===== src/rtl/gshare_pred.sv =====
// gshare branch direction predictor: PC^GHR indexed saturating counters, speculative
// history shift at lookup, repair from a carried GHR snapshot. Optional PRED_STATS_EN adds counters.
module gshare_pred #(
    parameter int GHRWIDTH = 8,
    parameter int PCWIDTH  = 32,
    parameter int CTRWIDTH = 2,
    parameter int PC_LSB   = 2
) (
    input  logic                clk,
    input  logic                async_rst_n,
    input  logic                clk_en,
    input  logic                lkp_valid,
    input  logic [PCWIDTH-1:0]  lkp_pc,
    output logic                pred_valid,
    output logic                prediction,
    output logic [GHRWIDTH-1:0] pred_ghr,
    input  logic                upd_valid,
    input  logic [PCWIDTH-1:0]  upd_pc,
    input  logic [GHRWIDTH-1:0] upd_ghr,
    input  logic                upd_taken,
    input  logic                upd_mispredict
`ifdef PRED_STATS_EN
    ,
    output logic [31:0]         stat_lookups,
    output logic [31:0]         stat_mispredicts
`endif
);

    localparam int DEPTH = 1 << GHRWIDTH;
    localparam logic [CTRWIDTH-1:0] CTR_INIT = CTRWIDTH'((1 << (CTRWIDTH - 1)) - 1);
    localparam logic [CTRWIDTH-1:0] CTR_MAX  = {CTRWIDTH{1'b1}};

    logic [GHRWIDTH-1:0]               ghr_reg;
    logic [GHRWIDTH-1:0]               ghr_next;
    logic [DEPTH-1:0][CTRWIDTH-1:0]    ctr_flat;

    logic [GHRWIDTH-1:0] lkp_idx;
    logic [GHRWIDTH-1:0] upd_idx;
    logic [CTRWIDTH-1:0] upd_ctr_cur;
    logic [CTRWIDTH-1:0] upd_ctr_next;
    logic [CTRWIDTH-1:0] lkp_ctr;
    logic                lkp_bit;

    logic                pred_valid_reg;
    logic                prediction_reg;
    logic [GHRWIDTH-1:0] pred_ghr_reg;

    // PC bits outside the index window are intentionally ignored.
    wire unused_pc_bits = &{1'b0, lkp_pc, upd_pc};

    assign lkp_idx     = lkp_pc[PC_LSB +: GHRWIDTH] ^ ghr_reg;
    assign upd_idx     = upd_pc[PC_LSB +: GHRWIDTH] ^ upd_ghr;
    assign upd_ctr_cur = ctr_flat[upd_idx];

    always_comb begin
        upd_ctr_next = upd_ctr_cur;
        if (upd_taken) begin
            if (upd_ctr_cur != CTR_MAX) upd_ctr_next = upd_ctr_cur + CTRWIDTH'(1);
        end else begin
            if (upd_ctr_cur != '0) upd_ctr_next = upd_ctr_cur - CTRWIDTH'(1);
        end
    end

    // Write-first: a same-cycle update to the looked-up entry is visible to the lookup.
    assign lkp_ctr = (upd_valid && (upd_idx == lkp_idx)) ? upd_ctr_next : ctr_flat[lkp_idx];
    assign lkp_bit = lkp_ctr[CTRWIDTH-1];

    genvar gi;
    generate
        for (gi = 0; gi < DEPTH; gi++) begin : g_ctr
            logic [CTRWIDTH-1:0] cell_reg;

            always_ff @(posedge clk or negedge async_rst_n) begin
                if (!async_rst_n) begin
                    cell_reg <= CTR_INIT;
                end else if (clk_en && upd_valid && (upd_idx == GHRWIDTH'(gi))) begin
                    cell_reg <= upd_ctr_next;
                end
            end

            assign ctr_flat[gi] = cell_reg;
        end
    endgenerate

    // Repair outranks the speculative shift; a concurrent lookup's shift is discarded.
    always_comb begin
        ghr_next = ghr_reg;
        if (upd_valid && upd_mispredict) begin
            ghr_next = {upd_ghr[GHRWIDTH-2:0], upd_taken};
        end else if (lkp_valid) begin
            ghr_next = {ghr_reg[GHRWIDTH-2:0], lkp_bit};
        end
    end

    always_ff @(posedge clk or negedge async_rst_n) begin
        if (!async_rst_n) begin
            ghr_reg        <= '0;
            pred_valid_reg <= 1'b0;
            prediction_reg <= 1'b0;
            pred_ghr_reg   <= '0;
        end else if (clk_en) begin
            ghr_reg        <= ghr_next;
            pred_valid_reg <= lkp_valid;
            if (lkp_valid) begin
                prediction_reg <= lkp_bit;
                pred_ghr_reg   <= ghr_reg;
            end
        end
    end

    assign pred_valid = pred_valid_reg;
    assign prediction = prediction_reg;
    assign pred_ghr   = pred_ghr_reg;

`ifdef PRED_STATS_EN
    logic [31:0] stat_lookups_reg;
    logic [31:0] stat_mispredicts_reg;

    always_ff @(posedge clk or negedge async_rst_n) begin
        if (!async_rst_n) begin
            stat_lookups_reg     <= '0;
            stat_mispredicts_reg <= '0;
        end else if (clk_en) begin
            if (lkp_valid && (stat_lookups_reg != 32'hFFFF_FFFF))
                stat_lookups_reg <= stat_lookups_reg + 32'd1;
            if (upd_valid && upd_mispredict && (stat_mispredicts_reg != 32'hFFFF_FFFF))
                stat_mispredicts_reg <= stat_mispredicts_reg + 32'd1;
        end
    end

    assign stat_lookups     = stat_lookups_reg;
    assign stat_mispredicts = stat_mispredicts_reg;
`endif

endmodule


===== config.mk =====
export PLATFORM = sky130hd
export DESIGN_NAME = gshare_pred
export DESIGN_NICKNAME = d
export VERILOG_FILES = /design/src/rtl/gshare_pred.sv
export SDC_FILE = /design/constraint.sdc
export NUM_CORES = 1
export LEC_CHECK = 0
export ABC_AREA = 1
export BUFFER_PORTS_ARGS = -buffer_cell sky130_fd_sc_hd__buf_2
export CAP_MARGIN = 20
export CORE_AREA = 2 2 330 250
export DETAILED_ROUTE_END_ITERATION = 8
export DIE_AREA = 0 0 332 252
export SYNTH_ARGS = -nofsm -noshare
export SYNTH_HDL_FRONTEND = slang
export SYNTH_SLANG_ARGS = --single-unit

===== constraint.sdc =====
create_clock -name clk -period 3.4 [get_ports clk]
set_input_delay 0.68 -clock clk [delete_from_list [all_inputs] [get_ports clk]]
set_output_delay 0.68 -clock clk [all_outputs]
set_load 0.01 [all_outputs]

==> out/metrics.yaml <==
core_area_um2: 80200
synthCells: 4059
synth.distinct_cells: 31
portBuffers: 40
period_minus_slack_ps: 3220
power_mw: 18.9
synth-simple-area-share_pct: 31.3
grt_max_degree: 97
postCtsSetupRepairBufs: 0
cpPeakStageDelay_ps: 340
vias: 27700
slowest_stage: "o21ai_1"
hold_viol_final: 0
final_nets: 4263
cts_tree: "done"
crit_path_max_fanout: 73
ff_latch_area_um2: 13600
cp.required_ps: 3900
max_slew.worst_pin.slew_ps: 722
rsz0062_at_grt: "false"
ys_seq_elements: 530
final_cell_mix: "nand2_1 (1,235), nor2_1 (818), a21oi_1 (404)"
n_antenna_cell: 0
h-tree-depth: 2
cts_root_buf: "clkbuf_16"
die_w_um: 332
path_clk_slew_ps: 60
synth_top_family_by_area: "simple AND/OR/NAND/NOR gates"
drv_slew: 0
startpoint_type: "input pin"
cts_buffer_depth: 3
path_cells: "buf_2 -> inv_1 -> nand2_1 -> nand2_8 -> buf_12 -> nand2_1 -> nand2_1 -> nand2_1 -> nand2_1 -> nand2_1 -> nand2_1 -> o21ai_1 -> buf_4 -> nand2_1 -> nor2_1 -> nor2_1 -> nor2_1 -> nand3_1 -> nand2_4 -> buf_16 -> a21oi_1"
ys.warnings.count: 0
holdWs_ps: 302
setup_viol: 0
overflow: 0
drtPass1Iterations: 6
dpl.hpwl_um: 71500
gp_congestion: 0.964
synth_edf_count: 0
drc: 0
cts_inserted_buffers: 54
p_leak_nw: 15.3
grt_pass1_vias: 25500
ioPinCount: 89
postSynth.asyncResetShare_pct: 100
slew_headroom_pct: 51.8
status: "finished clean"
crit_arrival_ps: 3720
largest_reg_flops: 512
synth-xor-area-share_pct: 0.513
worstSetupPathType: "in2reg"
routedWlPerCell_um: 20.4
final.period_utilization_pct: 94.7
synthMuxAreaShare_pct: 0
drive_gt1_share_pct: 16.6
start_util_pct: 35.9
cp-end-kind: "flip-flop"
drt_iter0_drc: 2821
synth-adder-area-share_pct: 0
wl_um: 108000
die_h_um: 252
clock-sinks: 530
grt_first_pass_wirelength_um: 163000
rows: 90
ys_seq_area_share_pct: 47.2
p_per_area_nw_per_um2: 559
grt_usage_pct: 25.5
avgSynthCellArea_um2: 7.09
finClkSkew_ps: 46.2
synth_area_um2: 28800
crit_top_cell: "nand2_1"
synth_compound_area_share_pct: 14.4
final_common_cell: "nand2_1"
max_freq_mhz: 311
die-area_um2: 83700
fillers: 8221
antenna_found_initial: 1
multi_input_area_um2: 13500
maxCapViolations: 0
synth_nets: 4138
max-vdd-ir-drop_mv: 0.408
hold_class: "in2reg"
clock_latency_ps: 660
areaGrowthSynthToFinish_pct: 17.6
final_antenna_net_count: 0
viasPerCell: 5.23
post-route-util_pct: 42.2
synth_ff_type: "dfrtp_1"
## cells in the mapped netlist (all sizes together), types with 4 or more instances
master | instances | area (µm²)
clkbuf | 117 | 439
buf | 108 | 684
nand3b | 4 | 30.0
o211ai | 87 | 653
dfrtp | 274 | 6860
nand2 | 1242 | 4670
nor2 | 823 | 3090
a21oi | 404 | 2020
nand4 | 6 | 37.5
xnor2 | 14 | 130
inv | 205 | 769
dfstp | 256 | 6730
or2 | 47 | 294
nand3 | 174 | 871
o21ai | 286 | 1430
## worst paths after layout
kind / start / end / slack [ps] / depth (start not counted)
worst max-delay path: upd_pc[2] / g_ctr[102].cell_reg[1]$_DFFE_PN0P_ / 180 / 21
worst min-delay path: clk_en / pred_valid$_DFFE_PN0P_ / 300 / 2
worst max register to register: g_ctr[109].cell_reg[1]$_DFFE_PN0P_ / g_ctr[102].cell_reg[1]$_DFFE_PN0P_ / 390 / 16
worst min register to register: g_ctr[33].cell_reg[0]$_DFFE_PN1P_ / g_ctr[33].cell_reg[0]$_DFFE_PN1P_ / 470 / 2
max in group asynchronous: async_rst_n / g_ctr[217].cell_reg[1]$_DFFE_PN0P_ / 1830 / 3
min in group asynchronous: async_rst_n / g_ctr[242].cell_reg[1]$_DFFE_PN0P_ / 590 / 2
## layer usage
metal  vias up  track usage (%)  share of wire (%)
met5         -                0                  0
met4         0             6.81                2.7
met3       183             6.14                 11
met2      1217             36.3                 40
met1     13000             38.3                 46
li1      13300                -                  -
## worst max-delay path, delay by kind of cell
kind | cells | cell delay, ps
AND/OR/NAND/NOR | 14 | 1570
buffers and inverters | 5 | 890
AO/OA/AOI/OAI | 2 | 470
## stage by stage
stage | instance area, µm² | setup slack (ps) | TNS (ps) | std cells
floorplan | 28800 | 602 | 0 | 4059
global placement | 32000 | -471 | -215230 | 5185
detailed placement | 32000 | -497 | -224180 | 5185
CTS | 33800 | 151 | 0 | 5286
global route | 33900 | 11.4 | 0 | 5286
finish | 33900 | 182 | 0 | 5286
## area by class of cell
type | count | share of cell area [%]
flip-flops and latches | 530 | 40.1
well taps | 1058 | 3.91
repair buffers | 294 | 8.67
multi-input cells | 3097 | 39.7
clock inverters | 12 | 0.351
clock buffers | 88 | 4.93
inverters | 207 | 2.29
## timing repair
item,in CTS,in global routing
resized for setup,0,8
hold buffers,1,0
endpoints found under the hold margin,24,0
setup endpoints to repair,0,511
## report_power, final
part | internal [mW] | leakage (nW) | total, mW | switching (mW)
sequential | 6.97 | 6.41 | 7.30 | 0.337
clock | 3.49 | 0.879 | 6.19 | 2.70
combinational | 1.79 | 7.98 | 5.42 | 3.63
total | 12.2 | 15.3 | 18.9 | 6.67
## cells by family (layout without fill, tap and decap cells)
| family | count (synthesis) | count (layout) |
|---|---|---|
| flip-flops | 530 | 530 |
| buffers and inverters | 432 | 601 |
| AND/OR/NAND/NOR | 2298 | 2298 |
| XOR/XNOR | 16 | 16 |
| AO/OA/AOI/OAI | 783 | 783 |
Power figures use the tool's default switching activity.
